===== src/rtl/alu_sequencer.sv =====
// Accumulator front end for the 6-bit combinational ALU: accepts one instruction,
// registers operands for one EXEC cycle, captures the result and returns it over valid/ready.
module alu_sequencer (
  input  logic       clk,
  input  logic       rst,
  input  logic       instr_valid,
  output logic       instr_ready,
  input  logic [2:0] instr_op,
  input  logic [5:0] instr_operand,
  input  logic       instr_wb,
  output logic [5:0] alu_a,
  output logic [5:0] alu_b,
  output logic [2:0] alu_control,
  input  logic [5:0] alu_c,
  output logic       rsp_valid,
  input  logic       rsp_ready,
  output logic [5:0] rsp_data,
  output logic       rsp_zero,
  output logic [7:0] retired
);

  typedef enum logic [1:0] {
    IDLE = 2'd0,
    EXEC = 2'd1,
    RESP = 2'd2
  } state_t;

  state_t     state, state_nxt;
  logic [5:0] acc;
  logic [5:0] operand_q;
  logic [2:0] op_q;
  logic       wb_q;
  logic       accept;
  logic       complete;

  always_ff @(posedge clk or posedge rst) begin
    if (rst) begin
      state     <= IDLE;
      acc       <= '0;
      operand_q <= '0;
      op_q      <= '0;
      wb_q      <= 1'b0;
      rsp_data  <= '0;
      rsp_zero  <= 1'b0;
      retired   <= '0;
    end else begin
      state <= state_nxt;
      if (accept) begin
        op_q      <= instr_op;
        operand_q <= instr_operand;
        wb_q      <= instr_wb;
      end
      if (state == EXEC) begin
        rsp_data <= alu_c;
        rsp_zero <= (alu_c == '0);
        if (wb_q) acc <= alu_c;
      end
      if (complete) retired <= retired + 8'd1;
    end
  end

  always_comb begin
    state_nxt   = state;
    instr_ready = 1'b0;
    rsp_valid   = 1'b0;
    accept      = 1'b0;
    complete    = 1'b0;
    case (state)
      IDLE: begin
        // Ready is masked by rst so nothing appears accepted while reset is held.
        instr_ready = !rst;
        if (instr_valid) begin
          accept    = 1'b1;
          state_nxt = EXEC;
        end
      end
      EXEC: state_nxt = RESP;
      RESP: begin
        rsp_valid = 1'b1;
        if (rsp_ready) begin
          complete  = 1'b1;
          state_nxt = IDLE;
        end
      end
      default: state_nxt = IDLE;
    endcase
  end

  assign alu_a       = acc;
  assign alu_b       = operand_q;
  assign alu_control = op_q;

endmodule


===== config.mk =====
export PLATFORM = sky130hd
export DESIGN_NAME = alu_sequencer
export DESIGN_NICKNAME = d
export VERILOG_FILES = /design/src/rtl/alu_sequencer.sv
export SDC_FILE = /design/constraint.sdc
export NUM_CORES = 1
export LEC_CHECK = 0
export ABC_AREA = 1
export BUFFER_PORTS_ARGS = -buffer_cell sky130_fd_sc_hd__buf_2
export CELL_PAD_IN_SITES_DETAIL_PLACEMENT = 0
export CELL_PAD_IN_SITES_GLOBAL_PLACEMENT = 2
export CORE_MARGIN = 3
export CORE_UTILIZATION = 28
export CTS_CLUSTER_DIAMETER = 200
export DETAILED_ROUTE_END_ITERATION = 16
export PLACE_DENSITY_LB_ADDON = 0.1
export SLEW_MARGIN = 40
export SYNTH_ARGS = -nofsm -noshare
export SYNTH_HDL_FRONTEND = slang
export SYNTH_SLANG_ARGS = --single-unit

===== constraint.sdc =====
create_clock -name clk -period 1.44 [get_ports clk]
set_input_delay 0.216 -clock clk [delete_from_list [all_inputs] [get_ports clk]]
set_output_delay 0.216 -clock clk [all_outputs]
set_load 0.02 [all_outputs]

==> out/results.ini <==
[synthesis]
ys_top_cells_by_count=nand2_1 (54), dfrtp_1 (33), inv_1 (15), nand3_1 (8), o21ai_1 (6)
synthCells=153
synth_most_common_cell=nand2_1
netlist.area_leader.share_pct=57.95
ys_seq_elements=33
synth.distinct_cells=22
async_reset_ff_share_pct=100.0
synth-edff-count=0
dominantRegCellSynth=dfrtp_1
ys_seq_area_share_pct=57.95
yosys_warnings=0
synth.avg_cell_area_um2=9.314
synthTopCellsByArea=dfrtp_1 (58%), nand2_1 (14%), inv_1 (4.0%)
syn_area_um2=1425
synth_top_area_cell=dfrtp_1
syn-num-nets=174

[power]
sequentialPowerShare_pct=39.7
p_leak_nw=1.038
p_int_w=0.002267
p_per_area_nw_per_um2=2114
power.switching_w=0.001693
swShare_pct=42.76
fin_total_pwr_w=0.003960
pwr-share-clk_pct=16.5
irDropWorstVdd_uv=742.7
combPwrFrac_pct=43.7

[floorplanning]
coreArea_um2=4817
ios=52
dieArea_um2=5981
num_rows=25
die_w_um=77.34
die_h_um=77.34
start_util_pct=29.58

[global_routing]
antenna_found_initial=0
grt_pass1_vias=1188
grt.overflow.total=0
grtUsageTotal_pct=12.36
grt_pass1_wl_mm=5.823
grt_max_degree=24

[timing]
fin_setup_tns_ns=0
fin_skew_ns=0.006957
worst_pin_slew_ns=0.4924
rsz0062_at_grt=false
fmaxAchievable_ghz=0.7294
finalMaxSlewViolations=0
period_share_pct=95.21
setup_viol=0
setup_slack_ns=0.06899
hold_violations=0
relSlewSlack_pct=67.13
min_period_ns=1.371

[clocking]
cts_max_path_buffers=2
cts_made_buffers=5
cts_tree=yes
path_clk_slew_ns=0.06
clock_sinks=33
root_buffer=clkbuf_8
clock_latency_ns=0.28
htree_levels=2

[setup_path]
worstReg2RegStart=state[1]
cp-end-kind=output pin
crit_required_ns=1.22
crit_top_cell=buf_2
regToRegSetupSlack_ns=0.24
worstSetupStartpointType=primary input
cpPeakStageDelay_ns=0.54
worstRegToRegCells=7
cp_max_fo=2
rr_endpoint=alu_a[4]
crit_chain=dlygate4sd3_1, buf_2, nor3_2, buf_2
crit_type=in -> out
crit_slowest_cell=dlygate4sd3_1
critPathArrivalTime_ns=1.16

[worst_hold_path]
min-delay-path-class=in -> reg
hold_end=alu_control[1]
min_path_cells=3
hold_start=instr_op[1]

[routing]
drt-total-wl_mm=3.245
ant_nets=0
num_vias=1152
drtIter0Drc=46
drcViolationCount=0
vias_per_cell=4.114
wl_per_cell_um=11.59
drt_pre_antenna_iters=4

[final_layout]
post-route-util_pct=38.88
area_growth_pct=31.43
nNetsFinal=233
layout-drive-gt1-share_pct=38.03
diodes=0

[placement]
pre_cts_ws_ns=0.2483
port_buffers=51
gp_congestion=0.7388
dp_hpwl_mm=2.507

[status]
status=finished, final reports clean

[job]
drv_cap=0

==> power by group through the flow <==
stage | Clock (W) | Sequential (W) | Combinational (W)
6_report | 0.000654 | 0.00157 | 0.00173
5_1_grt | 0.000733 | 0.00164 | 0.00192
4_1_cts | 0.000689 | 0.00158 | 0.00175
3_5_place_dp | 0 | 0.00159 | 0.00174
3_3_place_gp | 0 | 0.00159 | 0.00172
2_1_floorplan | 0 | 0.00201 | 0.000724
==> timing repair <==
item,CTS,global route
endpoints found under the hold margin,10,0
buffers inserted,0,0
endpoints found under the setup margin,0,2
hold buffers,1,0
gates resized for setup,0,2
==> kinds of logic after synthesis <==
kind of cell / Yosys count / synth area share [%]
AO/OA/AOI/OAI: 11 / 5.180
flip-flops: 33 / 57.95
buffers and inverters: 23 / 7.374
adder cells (fa/ha/maj): 1 / 0.8778
XOR/XNOR: 4 / 2.459
AND/OR/NAND/NOR: 81 / 26.16
==> layout by cell type, fill, tap and decap left out, types with 2 or more instances in the layout <==
master,netlist,routed
buf_2,1,50
buf_4,2,4
clkbuf_1,0,3
clkbuf_8,0,5
dfrtp_1,33,33
inv_1,15,15
inv_2,3,3
nand2_1,54,54
nand2_2,5,5
nand2_4,2,2
nand3_1,8,8
nor2_1,5,5
nor2_2,2,2
o21ai_1,6,6
o21ai_2,5,5
xnor2_1,2,2
xor2_1,2,2
==> metal layers <==
metal  vias up  routed length [um]  global-route usage (%)  part of all wire (%)
li1        585                   -                       -                     -
met1       529                1609                   16.86                    50
met2        34                1431                   18.31                    44
met3         4                 168                   4.176                   5.2
met4         0                  36                   4.270                   1.1
met5         -                   0                       0                     0
==> worst max path at each step <==
stage	start	end	slack (ns)
floorplan	retired[0]	retired[6]	0.22
global placement	state[1]	instr_ready	0.29
finish	rst	instr_ready	0.07
CTS	rst	instr_ready	0.02
detailed placement	state[1]	alu_a[4]	0.25
global route	state[0]	rsp_valid	0.002
==> metrics by stage <==
stage	hold WS (ns)	instance area (um^2)	std cells
3_3_place_gp	0.2973	1775	271
4_1_cts	0.1194	1866	280
3_5_place_dp	0.2806	1775	271
5_1_grt	0.1299	1873	280
2_1_floorplan	0.3065	1425	153
6_report	0.1295	1873	280
==> state kept, by name, summed over array words and instances (netlist names) <==
register and flops:
retired 8, rsp_zero 1, state 2, alu_control 3, rsp_data 6, wb_q 1, alu_b 6, alu_a 6
==> worst max-delay path: cells and delay by family <==
kind / cells / cell delay, ns
simple gates: 1 / 0.09
buf+inv: 3 / 0.85
==> final cells by class <==
cell class / count / area (um^2)
sequential: 33 / 825.8
inverter: 19 / 73.82
fill: 532 / 2944
tap: 67 / 83.83
timing repair buffer: 56 / 310.3
clock buffer: 8 / 80.08
multi-input combinational: 97 / 499.2
Power figures use the tool's default switching activity.
